$ cat config.mk
export PLATFORM = sky130hd
export DESIGN_NAME = mem_loader
export DESIGN_NICKNAME = d
export VERILOG_FILES = /design/src/rtl/mem_pkg.sv /design/src/rtl/edge_detect.sv /design/src/rtl/mem_loader.sv
export SDC_FILE = /design/constraint.sdc
export NUM_CORES = 1
export LEC_CHECK = 0
export BUFFER_PORTS_ARGS = -buffer_cell sky130_fd_sc_hd__buf_2
export CAP_MARGIN = 30
export CORE_UTILIZATION = 37
export DETAILED_ROUTE_END_ITERATION = 10
export SETUP_SLACK_MARGIN = 0.3
export SLEW_MARGIN = 40
export SYNTH_ARGS = -nofsm -noshare
export SYNTH_HDL_FRONTEND = slang
export SYNTH_SLANG_ARGS = --single-unit
$ cat constraint.sdc
create_clock -name Clock -period 2.2 [get_ports Clock]
set_input_delay 0.33 -clock Clock [delete_from_list [all_inputs] [get_ports Clock]]
set_output_delay 0.33 -clock Clock [all_outputs]
set_load 0.01 [all_outputs]
$ cat src/rtl/mem_pkg.sv
`default_nettype none
// ============================================================================
//  Module      : mem_pkg
//  Description : Shared widths and loader state encoding for the instruction
//                memory path. The processor and the ROM/RAM wrappers import
//                the same widths so the instruction word and address stay
//                consistent across the board design.
//  Contents    : c_ADDR_W  - instruction RAM address width (5)
//                c_DATA_W  - instruction word width (9, processor DIN)
//                c_DEPTH   - number of instruction RAM words (2**c_ADDR_W)
//                loader_state_t - program loader states
//  Revision    : 1.0 - initial release
// ============================================================================
package mem_pkg;

    localparam int c_ADDR_W = 5;
    localparam int c_DATA_W = 9;
    localparam int c_DEPTH  = 2 ** c_ADDR_W;

    typedef enum logic [1:0] {
        ST_IDLE  = 2'd0,
        ST_ARMED = 2'd1,
        ST_WRITE = 2'd2,
        ST_FULL  = 2'd3
    } loader_state_t;

endpackage : mem_pkg
`default_nettype wire

$ cat src/rtl/edge_detect.sv
`default_nettype none
// ============================================================================
//  Module      : edge_detect
//  Description : One-bit rising-edge detector. The input is assumed to be
//                already synchronous to clk. RESET_VAL sets the remembered
//                previous level after reset; setting it to 1 suppresses a
//                spurious edge when the input is held high through reset.
//  Ports       : clk     in  1  clock
//                rst     in  1  synchronous active-high reset
//                i_sig   in  1  level input
//                o_rise  out 1  high for the cycle in which i_sig is 1 and
//                               was 0 on the previous clock
//  Revision    : 1.0 - initial release
// ============================================================================
module edge_detect #(
    parameter logic RESET_VAL = 1'b0
) (
    input  logic clk,
    input  logic rst,
    input  logic i_sig,
    output logic o_rise
);

    logic r_sig_q;

    always_ff @(posedge clk) begin
        if (rst) begin
            r_sig_q <= RESET_VAL;
        end else begin
            r_sig_q <= i_sig;
        end
    end

    assign o_rise = i_sig & ~r_sig_q;

endmodule : edge_detect
`default_nettype wire

$ cat src/rtl/mem_loader.sv
`default_nettype none
// ============================================================================
//  Module      : mem_loader
//  Description : Program loader for the 32-word instruction RAM. Each rising
//                edge of the operator Load strobe writes WordIn at an
//                auto-incrementing address. Outside a session the fetch
//                address is passed straight to the RAM so one single-port RAM
//                serves both loading and execution. A running word count and
//                checksum are kept for the board displays.
//  Ports       : Clock     in  1         system clock
//                Reset     in  1         synchronous active-high reset
//                Start     in  1         begin session (from IDLE or FULL)
//                Finish    in  1         end session, back to IDLE
//                Load      in  1         operator strobe (rising edge used)
//                WordIn    in  DATA_W    word sampled on the Load edge
//                FetchAddr in  ADDR_W    fetch-counter address
//                MemAddr   out ADDR_W    RAM address
//                MemData   out DATA_W    RAM write data
//                MemWrEn   out 1         RAM write enable, one-cycle pulse
//                Loading   out 1         session active, accepting words
//                Full      out 1         all DEPTH words written
//                Count     out ADDR_W+1  words written this session
//                Checksum  out DATA_W    sum of words written, truncated
//  Revision    : 1.0 - initial release
// ============================================================================
module mem_loader
    import mem_pkg::*;
#(
    parameter int ADDR_W = c_ADDR_W,
    parameter int DATA_W = c_DATA_W,
    parameter int DEPTH  = 2 ** ADDR_W
) (
    input  logic              Clock,
    input  logic              Reset,
    input  logic              Start,
    input  logic              Finish,
    input  logic              Load,
    input  logic [DATA_W-1:0] WordIn,
    input  logic [ADDR_W-1:0] FetchAddr,
    output logic [ADDR_W-1:0] MemAddr,
    output logic [DATA_W-1:0] MemData,
    output logic              MemWrEn,
    output logic              Loading,
    output logic              Full,
    output logic [ADDR_W:0]   Count,
    output logic [DATA_W-1:0] Checksum
);

    loader_state_t     r_state;
    logic [ADDR_W-1:0] r_wp;
    logic [ADDR_W:0]   r_count;
    logic [DATA_W-1:0] r_checksum;
    logic [DATA_W-1:0] r_mem_data;
    logic              r_wr_en;
    logic              r_loading;
    logic              r_full;

    logic              w_load_rise;
    logic              w_last;

    // Previous level resets to 1 so a Load held high through reset is not
    // mistaken for an operator press.
    edge_detect #(
        .RESET_VAL (1'b1)
    ) u_load_edge (
        .clk    (Clock),
        .rst    (Reset),
        .i_sig  (Load),
        .o_rise (w_load_rise)
    );

    assign w_last = (r_wp == ADDR_W'(DEPTH - 1));

    always_ff @(posedge Clock) begin
        if (Reset) begin
            r_state    <= ST_IDLE;
            r_wp       <= '0;
            r_count    <= '0;
            r_checksum <= '0;
            r_mem_data <= '0;
            r_wr_en    <= 1'b0;
            r_loading  <= 1'b0;
            r_full     <= 1'b0;
        end else begin
            r_wr_en <= 1'b0;
            case (r_state)
                ST_IDLE: begin
                    // Count/Checksum stay readable in IDLE; cleared only
                    // when a new session starts.
                    if (Start) begin
                        r_state    <= ST_ARMED;
                        r_loading  <= 1'b1;
                        r_wp       <= '0;
                        r_count    <= '0;
                        r_checksum <= '0;
                    end
                end
                ST_ARMED: begin
                    // Finish wins over a same-cycle edge; that word is lost.
                    if (Finish) begin
                        r_state   <= ST_IDLE;
                        r_loading <= 1'b0;
                    end else if (w_load_rise) begin
                        r_state    <= ST_WRITE;
                        r_mem_data <= WordIn;
                        r_wr_en    <= 1'b1;
                    end
                end
                ST_WRITE: begin
                    // The write always completes, even if Finish is high.
                    r_count    <= r_count + (ADDR_W + 1)'(1);
                    r_checksum <= r_checksum + r_mem_data;
                    if (!w_last) begin
                        r_wp <= r_wp + ADDR_W'(1);
                    end
                    if (Finish) begin
                        r_state   <= ST_IDLE;
                        r_loading <= 1'b0;
                    end else if (w_last) begin
                        r_state   <= ST_FULL;
                        r_loading <= 1'b0;
                        r_full    <= 1'b1;
                    end else begin
                        r_state <= ST_ARMED;
                    end
                end
                ST_FULL: begin
                    if (Finish) begin
                        r_state <= ST_IDLE;
                        r_full  <= 1'b0;
                    end else if (Start) begin
                        r_state    <= ST_ARMED;
                        r_full     <= 1'b0;
                        r_loading  <= 1'b1;
                        r_wp       <= '0;
                        r_count    <= '0;
                        r_checksum <= '0;
                    end
                end
                default: begin
                    r_state   <= ST_IDLE;
                    r_loading <= 1'b0;
                    r_full    <= 1'b0;
                end
            endcase
        end
    end

    // r_loading is high exactly in ARMED and WRITE, so it selects the write
    // pointer; otherwise the fetch counter drives the RAM combinationally.
    assign MemAddr  = r_loading ? r_wp : FetchAddr;
    assign MemData  = r_mem_data;
    assign MemWrEn  = r_wr_en;
    assign Loading  = r_loading;
    assign Full     = r_full;
    assign Count    = r_count;
    assign Checksum = r_checksum;

endmodule : mem_loader
`default_nettype wire

==> results of run 1 <==
[how the worst min path moves through the flow]
stage | endpoint
final | u_load_edge.r_sig_q
after global routing | u_load_edge.r_sig_q
after CTS | u_load_edge.r_sig_q
after detailed placement | MemData[7]
after global placement | MemData[0]
after floorplan | u_load_edge.r_sig_q
[area by class of cell]
cell class | instances | area [sq um] | area share (%)
Timing Repair Buffer | 52 | 265.3 | 11.40
Sequential cell | 35 | 700.7 | 30.12
Tap cell | 67 | 83.83 | 3.604
Multi-Input combinational cell | 179 | 1169 | 50.24
Clock inverter | 2 | 12.51 | 0.5379
Clock buffer | 6 | 72.57 | 3.120
Inverter | 6 | 22.52 | 0.9683
[power by group through the flow]
stage               clock, mW  sequential [mW]  combinational (mW)
floorplan                   0            0.663              0.0893
CTS                     0.478            0.651               0.135
global route            0.510            0.653               0.151
finish                  0.463            0.651               0.136
detailed placement          0            0.666               0.134
global placement            0            0.665               0.135
[flip-flops by register name, indices dropped and copies added (netlist names)]
name	cells
Full	1
Count	6
u_load_edge.r_sig_q	1
MemData	9
Loading	1
MemWrEn	1
r_state	2
r_wp	5
Checksum	9
[worst max-delay path, stage by stage (launching register included)]
cell                       delay [ps]
sky130_fd_sc_hd__dfxtp_1          330
sky130_fd_sc_hd__ha_1             240
sky130_fd_sc_hd__fa_2             380
sky130_fd_sc_hd__a211oi_2         220
sky130_fd_sc_hd__o21bai_1         100
sky130_fd_sc_hd__a21oi_1          170
sky130_fd_sc_hd__xor2_1           150
sky130_fd_sc_hd__o21ai_0           80
[metrics by stage]
stage	power [mW]	cells	setup WS [ps]	util (%)
2_1_floorplan	0.7525	227	358.3	-
3_3_place_gp	0.7998	338	329.3	45.81
3_5_place_dp	0.8002	338	293.0	45.81
4_1_cts	1.264	346	325.8	47.66
5_1_grt	1.314	347	305.9	47.97
6_report	1.250	347	415.7	47.97
[timing repair]
item	CTS	global route
setup buffers	0	1
gates cloned	0	0
setup endpoints to repair	1	6
gates resized for setup	1	3
[cells in the final DEF (no fill, tap or decap), drive strengths merged, types with 2 or more instances in the layout]
cell type,synthesis,final
nand4,2,2
clkbuf,6,6
o21ai,12,12
or3,3,3
nand3,5,5
dfxtp,35,35
nand3b,2,2
o211ai,2,2
xor2,7,7
and3,3,3
a22oi,7,7
buf,1,52
or2,2,2
xnor2,2,2
a211oi,3,3
nor3b,4,4
a21o,4,4
nor2,23,23
mux2,5,5
ha,16,16
o21bai,2,2
nor3,5,5
inv,6,6
nand2,32,32
a21oi,27,27
[cells by family (layout without fill, tap and decap cells)]
family / Yosys count / after routing / synth area share [%]
and+or+nand+nor: 85 / 85 / 20.93
AOI/OAI and AO/OA: 62 / 62 / 20.54
xor gates and xnor gates: 9 / 9 / 4.134
DFF: 35 / 35 / 36.75
muxes: 6 / 6 / 3.478
adders and majority gates: 17 / 17 / 11.55
buffers and inverters: 13 / 66 / 2.624
[layer usage]
layer	wire length [um]	up-vias	GRT usage [%]
met5	0	-	0
met4	39	0	5.128
met3	204	5	5.213
met2	1985	43	27.62
met1	1984	760	19.80
li1	-	902	-
[Yosys cell counts, types with 2 or more instances]
cell                       count
sky130_fd_sc_hd__dfxtp_1      35
sky130_fd_sc_hd__nand2_1      31
sky130_fd_sc_hd__a21oi_1      26
sky130_fd_sc_hd__nor2_1       23
sky130_fd_sc_hd__ha_1         16
sky130_fd_sc_hd__o21ai_0      11
sky130_fd_sc_hd__a22oi_1       7
sky130_fd_sc_hd__xor2_1        7
sky130_fd_sc_hd__clkbuf_1      6
sky130_fd_sc_hd__inv_1         6
sky130_fd_sc_hd__mux2_2        5
sky130_fd_sc_hd__nand3_1       5
sky130_fd_sc_hd__nor3_1        5
sky130_fd_sc_hd__a21o_1        4
sky130_fd_sc_hd__nor3b_1       4
sky130_fd_sc_hd__a211oi_1      3
sky130_fd_sc_hd__and3_1        3
sky130_fd_sc_hd__or3_1         3
sky130_fd_sc_hd__nand3b_1      2
sky130_fd_sc_hd__nand4_1       2
sky130_fd_sc_hd__o211ai_1      2
sky130_fd_sc_hd__o21bai_1      2
sky130_fd_sc_hd__or2_2         2
sky130_fd_sc_hd__xnor2_1       2
==> flow_summary.json, run 1 <==
{
  "run_status": "completed",
  "worstSetupStartpointType": "flip-flop",
  "endpoint": "Checksum[6]",
  "grt_setup_unrepaired": "no",
  "synth_warnings": 0,
  "finalClockSkew_ps": 3.256,
  "global_route.usage.total_pct": 16.41,
  "synth_area_leaders": "sky130_fd_sc_hd__dfxtp_1 37%, sky130_fd_sc_hd__ha_1 10%, sky130_fd_sc_hd__a21oi_1 6.8%, sky130_fd_sc_hd__nand2_1 6.1%, sky130_fd_sc_hd__nor2_1 4.5%",
  "synth_top_cell_by_area": "sky130_fd_sc_hd__dfxtp_1",
  "path_clk_slew_ps": 70,
  "finalSetupViolCount": 0,
  "tritoncts_num_sinks": 35,
  "tritoncts.num_buffers": 5,
  "layout.nets": 315,
  "filler_cell_count": 491,
  "whs_path_depth": 2,
  "power_share_of_the_sequential_group_pct": 52.1,
  "dpl-instance-area_sq_um": 2221,
  "cts.root.buffer_cell": "sky130_fd_sc_hd__clkbuf_8",
  "power_density_nw_per_um2": 537.5,
  "power.ir.vdd_worst_mv": 0.2203,
  "postSynthNetCount": 263,
  "finalWeightedCongestion": 0.7844,
  "worst-r2r-setup-slack_ps": 420,
  "maximum_number_of_pins_on_one_net_before_global_route_repair": 17,
  "post-route-drc-count": 0,
  "r2r.worst_path.cells": 7,
  "fin_worst_hold_slack_ps": 235.7,
  "synth_seq_cells": 35,
  "drt.antenna.violating_nets": 0,
  "timing.critical_path.to_type": "flip-flop",
  "fmax_mhz": 560.5,
  "count_of_flip_flops_with_a_built_in_enable_after_synthesis": 0,
  "design.portCount": 51,
  "hold_class": "input pin to flip-flop",
  "worstHoldStart": "Load",
  "first_global_vias": 1521,
  "leakagePower_nw": 1.060,
  "htree_num_levels": 2,
  "reg2reg_from": "MemData[0]",
  "grt_pass1_wl_mm": 6.810,
  "fin_crit_sh_pct": 81.10,
  "port-buffer-count": 50,
  "syn-mean-instance-area_sq_um": 8.400,
  "detailedRoute.firstPassIterationCount": 4,
  "synth_sequential_area_ratio_pct": 36.75,
  "critical_path_required_ps": 2370,
  "final_period_minus_worst_setup_slack_ps": 1784,
  "r2r_end": "Checksum[6]",
  "power.switching_fraction_pct": 26.21,
  "clockBufferDepth": 2,
  "crit_type": "flip-flop to flip-flop",
  "die_outline_area_sq_um": 5445,
  "total_routed_wirelength_mm": 4.214,
  "cap_violations": 0,
  "worst_slew_pin_slew_ps": 574.4,
  "antenna_found_initial": 0,
  "slew_headroom_pct": 61.45,
  "top_fanout_value_on_the_critical_path": 3,
  "cts_tree": "done",
  "clock_insertion_delay_at_the_later_pin_of_the_skew_report_ps": 290,
  "fp.dieH_um": 73.79,
  "core.rowCount": 25,
  "cp_data_arrival_time_ps": 1960,
  "synth_cells": 227,
  "core-area_sq_um": 4848,
  "mappedNetlistArea_sq_um": 1907,
  "area_added_between_synthesis_and_finish_pct": 21.98,
  "detailedPlacementHpwl_mm": 3.121,
  "final_hold_vio_count": 0,
  "int_power_uw": 922.5,
  "insertedDiodeCount": 0,
  "vias_per_cell": 4.928,
  "initialDrtViolationCount": 67,
  "dr_total_vias": 1710,
  "postSynth.topFlopCell": "sky130_fd_sc_hd__dfxtp_1",
  "stdcell_area_sq_um": 2326,
  "final.setup.tns_ps": 0,
  "sw_power_uw": 327.7,
  "cts_stage_hold_buffer_count": 0,
  "die_span_x_um": 73.79,
  "synthArstFlopShare_pct": 0,
  "synth_top_cell_area_share_pct": 36.75,
  "crit_start": "MemData[0]",
  "ys_types": 39,
  "combinational_group_share_of_total_power_pct": 10.9,
  "floorplan.initialDensity_pct": 39.33,
  "fraction_of_layout_cells_with_a_size_suffix_above_1_pct": 26.07,
  "power.clock.fraction_pct": 37.0,
  "slew_viol_final": 0,
  "grt-ovfl-total": 0,
  "wire_per_inst_um": 12.14
}
Power figures use the tool's default switching activity.
==> inputs of run 2 (changes only) <==
==> constraint.sdc (replaced) <==
create_clock -name Clock -period 1.8 [get_ports Clock]
set_input_delay 0.27 -clock Clock [delete_from_list [all_inputs] [get_ports Clock]]
set_output_delay 0.27 -clock Clock [all_outputs]
set_load 0.01 [all_outputs]
==> run 2 against run 1 <==
Against the previous run: register-to-register slack got worse by 290 ps; sequential power increased by 22%; routed wire length up 14%; sequential cell count stayed put; clock skew barely moved; first-iteration DRC count rose by 16%; via count rose by 7.6%; maximum frequency rose by 6.3%; power is 32% higher; combinational power increased by 63%; core utilization is 8.5 points higher; non-clock buffer count is 21 higher; critical endpoint unchanged; largest cell class unchanged; largest power group unchanged.
==> flow_summary.json, run 2 (synthesis gave the netlist of run 1 again) <==
{
  "run_status": "completed",
  "fin_worst_hold_slack_ps": 175.5,
  "first_global_vias": 1624,
  "grt_setup_unrepaired": "yes",
  "r2r_end": "Checksum[6]",
  "antenna_found_initial": 0,
  "endpoint": "Checksum[6]",
  "top_fanout_value_on_the_critical_path": 3,
  "worst_slew_pin_slew_ps": 343.9,
  "filler_cell_count": 441,
  "floorplan.initialDensity_pct": 39.33,
  "cp_data_arrival_time_ps": 1860,
  "stdcell_area_sq_um": 2740,
  "dpl-instance-area_sq_um": 2355,
  "slew_viol_final": 0,
  "crit_start": "Checksum[0]",
  "final_common_cell": "sky130_fd_sc_hd__buf_2",
  "area_added_between_synthesis_and_finish_pct": 43.70,
  "finalWeightedCongestion": 0.8440,
  "total_instance_count_after_detailed_placement": 342,
  "clockBufferDepth": 2,
  "final_period_minus_worst_setup_slack_ps": 1679,
  "worst-r2r-setup-slack_ps": 120,
  "path_depth": 7,
  "fmax_mhz": 595.7,
  "total_routed_wirelength_mm": 4.799,
  "multiInputGateArea_sq_um": 1378,
  "path_clk_slew_ps": 70,
  "stdcell_count": 368,
  "dpl_worst_slack_ps": 51.35,
  "cap_violations": 0,
  "cts_tree": "done",
  "crit_type": "flip-flop to flip-flop",
  "design.portCount": 51,
  "tritoncts.num_buffers": 5,
  "reg2reg_from": "Checksum[0]",
  "final.setup.tns_ps": 0,
  "postLayoutCoreUtil_pct": 56.52,
  "finalClockSkew_ps": 3.441,
  "port-buffer-count": 50,
  "vias_per_cell": 5.000,
  "leakagePower_nw": 1.199,
  "wire_per_inst_um": 13.04,
  "drt.antenna.violating_nets": 0,
  "most-common-layout-cells": "50 x sky130_fd_sc_hd__buf_2, 28 x sky130_fd_sc_hd__nand2_1, 24 x sky130_fd_sc_hd__dfxtp_1, 22 x sky130_fd_sc_hd__buf_4, 21 x sky130_fd_sc_hd__nor2_1",
  "layout.nets": 336,
  "hold_class": "input pin to flip-flop",
  "slew_headroom_pct": 77.03,
  "timing.critical_path.slowest_stage_cell": "sky130_fd_sc_hd__fa_2",
  "timing.critical_path.to_type": "flip-flop",
  "fraction_of_layout_cells_with_a_size_suffix_above_1_pct": 46.18,
  "power_mw": 1.653,
  "tritoncts_num_sinks": 35,
  "insertedDiodeCount": 0,
  "core-area_sq_um": 4848,
  "critical-path-top-delay-family": "compound AO/OA/AOI/OAI gates",
  "worstSetupStartpointType": "flip-flop",
  "fp.dieH_um": 73.79,
  "r2r.worst_path.cells": 7,
  "final.setup.worst_slack_ps": 121.4,
  "finalSetupViolCount": 0,
  "final_hold_vio_count": 0,
  "maximum_number_of_pins_on_one_net_before_global_route_repair": 21,
  "fin_crit_sh_pct": 93.26,
  "cts.root.buffer_cell": "sky130_fd_sc_hd__clkbuf_8",
  "global_route.usage.total_pct": 18.96,
  "power_density_nw_per_um2": 603.1,
  "grt_pass1_wl_mm": 7.783,
  "die_span_x_um": 73.79,
  "final-seq-area_sq_um": 729.5,
  "clock_insertion_delay_at_the_later_pin_of_the_skew_report_ps": 290,
  "dr_total_vias": 1840,
  "critical_path_required_ps": 1980,
  "die_outline_area_sq_um": 5445,
  "initialDrtViolationCount": 78,
  "detailedRoute.firstPassIterationCount": 4,
  "post-route-drc-count": 0,
  "critical_path_buf_inv_count": 0,
  "crit_path_cell_trace": "ha_4, fa_2, a211oi_2, o21bai_1, a21oi_2, xor2_1, o21ai_0",
  "cp_slowest_stage_delay_ps": 370,
  "htree_num_levels": 2,
  "detailedPlacementHpwl_mm": 3.434,
  "core.rowCount": 25,
  "power.ir.vdd_worst_mv": 0.3071,
  "grt-ovfl-total": 0
}
run 2: how the worst min path moves through the flow:
stage | end | cells past startpoint | startpoint
after floorplan | u_load_edge.r_sig_q | 1 | Load
after global placement | MemData[7] | 2 | MemData[7]
after detailed placement | MemData[6] | 2 | MemData[6]
after CTS | u_load_edge.r_sig_q | 2 | Load
after global routing | u_load_edge.r_sig_q | 2 | Load
final | u_load_edge.r_sig_q | 2 | Load
run 2: worst register-to-register path, delay by kind of cell (launching register included):
family | cells | cell delay, ps
xor gates and xnor gates | 1 | 150
AOI/OAI and AO/OA | 4 | 550
DFF | 1 | 340
adders and majority gates | 2 | 530
run 2: routing by layer:
layer | up-vias | global-route usage [%] | part of all wire, %
met4 | 0 | 5.769 | 1.1
li1 | 945 | - | -
met1 | 843 | 24.77 | 48
met5 | - | 0 | 0
met3 | 6 | 4.938 | 5.0
met2 | 46 | 30.48 | 46
run 2: repair_timing:
item	in CTS	in global routing
endpoints found under the setup margin	22	31
buffers inserted	13	5
pin swaps	15	12
cloned	0	0
hold buffers	0	0
resized for setup	13	28
run 2: where the power goes:
part	leakage, nW	internal [mW]	switching [mW]	total (mW)
Sequential	0.290	0.778	0.0162	0.794
Combinational	0.857	0.107	0.114	0.221
Clock	0.0515	0.349	0.288	0.637
run 2: cell type report:
cell class	instances	share of cell area (%)
Multi-Input combinational cell	179	50.27
Sequential cell	35	26.62
Timing Repair Buffer	73	15.57
Clock buffer	8	3.653
Tap cell	67	3.059
Inverter	6	0.8219
==> inputs of run 3 (changes only) <==
--- a/config.mk
+++ b/config.mk
@@ -9,7 +9,7 @@
 export CAP_MARGIN = 30
 export CORE_UTILIZATION = 37
 export DETAILED_ROUTE_END_ITERATION = 10
-export SETUP_SLACK_MARGIN = 0.3
+export SETUP_SLACK_MARGIN = 0.05
 export SLEW_MARGIN = 40
 export SYNTH_ARGS = -nofsm -noshare
 export SYNTH_HDL_FRONTEND = slang
==> run 3 against run 2 <==
Against the previous run: setup slack got worse by 30 ps; final area fell by 9.0%; combinational power fell by 17%; clock-buffer cell count fell by 2; sequential share of layout area rose by 1.8 points; hold slack improved by 11 ps; critical path type unchanged; cell count fell by 2.4%; die area did not move; core utilization fell by 5.1 points.
==> flow_summary.json, run 3 (synthesis gave the netlist of run 1 again) <==
{
  "run_status": "completed",
  "floorplan.initialDensity_pct": 39.33,
  "area_added_between_synthesis_and_finish_pct": 30.77,
  "grt_pass1_wl_mm": 7.465,
  "cts_tree": "done",
  "path_clk_slew_ps": 70,
  "top_fanout_value_on_the_critical_path": 3,
  "worstSetupStartpointType": "flip-flop",
  "stdcell_count": 359,
  "global_route.usage.total_pct": 17.71,
  "power_mw": 1.564,
  "antenna_found_initial": 0,
  "detailedRoute.firstPassIterationCount": 4,
  "drt.antenna.violating_nets": 0,
  "critical_path_required_ps": 1980,
  "crit_path_cell_trace": "ha_4, fa_2, a211oi_4, buf_4, o211ai_1, nand2_1, a211o_1, nand3_1",
  "fraction_of_layout_cells_with_a_size_suffix_above_1_pct": 33.56,
  "tritoncts_num_sinks": 35,
  "total_instance_count_after_detailed_placement": 349,
  "cap_violations": 0,
  "power.ir.vdd_worst_mv": 0.4423,
  "final_period_minus_worst_setup_slack_ps": 1709,
  "clock_insertion_delay_at_the_later_pin_of_the_skew_report_ps": 290,
  "tritoncts.num_buffers": 5,
  "core.rowCount": 25,
  "crit_type": "flip-flop to flip-flop",
  "die_span_x_um": 73.79,
  "post-route-drc-count": 0,
  "port-buffer-count": 50,
  "reg2reg_from": "Checksum[0]",
  "detailedPlacementHpwl_mm": 3.190,
  "timing.critical_path.slowest_stage_cell": "sky130_fd_sc_hd__fa_2",
  "final_common_cell": "sky130_fd_sc_hd__buf_2",
  "vias_per_cell": 5.028,
  "htree_num_levels": 2,
  "grt_setup_unrepaired": "yes",
  "timing.critical_path.to_type": "flip-flop",
  "design.portCount": 51,
  "die_outline_area_sq_um": 5445,
  "worst_slew_pin_slew_ps": 420.0,
  "final.setup.tns_ps": 0,
  "cts_stage_hold_buffer_count": 0,
  "total_routed_wirelength_mm": 4.557,
  "final_hold_vio_count": 0,
  "insertedDiodeCount": 0,
  "maximum_number_of_pins_on_one_net_before_global_route_repair": 30,
  "worstHoldStart": "Load",
  "finalClockSkew_ps": 4.288,
  "most-common-layout-cells": "50 x sky130_fd_sc_hd__buf_2, 31 x sky130_fd_sc_hd__dfxtp_1, 30 x sky130_fd_sc_hd__nand2_1, 25 x sky130_fd_sc_hd__a21oi_1, 23 x sky130_fd_sc_hd__nor2_1",
  "cp_slowest_stage_delay_ps": 390,
  "finalWeightedCongestion": 0.8183,
  "clockBufferDepth": 2,
  "hold_class": "input pin to flip-flop",
  "core-area_sq_um": 4848,
  "power_density_nw_per_um2": 627.3,
  "crit_start": "Checksum[0]",
  "initialDrtViolationCount": 99,
  "wire_per_inst_um": 12.69,
  "first_global_vias": 1631,
  "layout.nets": 328,
  "dr_total_vias": 1805,
  "cts.root.buffer_cell": "sky130_fd_sc_hd__clkbuf_8",
  "leakagePower_nw": 1.131,
  "fmax_mhz": 585.1,
  "finalSetupViolCount": 0,
  "fp.dieH_um": 73.79,
  "cp_data_arrival_time_ps": 1890,
  "grt-ovfl-total": 0,
  "slew_headroom_pct": 72.00,
  "fin_crit_sh_pct": 94.95,
  "slew_viol_final": 0
}
[run 3: where the power goes]
group | internal, mW | total, mW | leakage, nW | switching, mW
combinational | 0.0847 | 0.183 | 0.799 | 0.0988
sequential | 0.782 | 0.795 | 0.285 | 0.0130
clock | 0.300 | 0.586 | 0.0470 | 0.285
total | 1.17 | 1.56 | 1.13 | 0.397
[run 3: final cells by class]
| class | instances | area (sq um) |
|---|---|---|
| clock buffer | 6 | 82.58 |
| clock inverter | 1 | 5.005 |
| fill | 468 | 2355 |
| inverter | 6 | 22.52 |
| multi-input combinational | 179 | 1225 |
| sequential | 35 | 708.2 |
| tap | 67 | 83.83 |
| timing repair buffer | 65 | 366.6 |
[run 3: critical path, delay by kind of cell, from the launching register on]
family | cells | cell delay [ps]
buffers and inverters | 1 | 140
AND/OR/NAND/NOR | 2 | 160
AO/OA/AOI/OAI | 3 | 410
flip-flops | 1 | 340
adder cells (fa/ha/maj) | 2 | 550
[run 3: final timing paths]
| kind | to | slack, ps | depth (start not counted) |
|---|---|---|---|
| max | Checksum[8] | 90 | 8 |
| min | u_load_edge.r_sig_q | 190 | 2 |
| max reg2reg | Checksum[8] | 90 | 8 |
| min reg2reg | MemData[7] | 480 | 2 |
[run 3: metal layers]
| layer | up-vias | GRT usage, % | routed length [um] |
|---|---|---|---|
| li1 | 925 | - | - |
| met4 | 0 | 4.487 | 46 |
| met1 | 832 | 22.34 | 2126 |
| met2 | 40 | 30.48 | 2190 |
| met3 | 8 | 3.841 | 194 |
| met5 | - | 0 | 0 |
[run 3: what timing repair did]
action                                  in CTS  in global routing
buffers inserted                             3                  0
resized for setup                            2                 19
pin swaps                                    5                  7
cloned                                       0                  0
endpoints found under the setup margin       1                 16
[run 3: stage by stage]
stage               utilization [%]  hold slack (ps)  cell area, sq um  setup slack, ps
finish                        51.43            186.3              2494            90.91
global route                  51.43            197.7              2494           -17.19
CTS                           50.06            182.8              2427            47.93
global placement              47.66            466.8              2311            44.84
floorplan                         -            376.6              1914            70.66
detailed placement            47.66            467.5              2311           -5.185
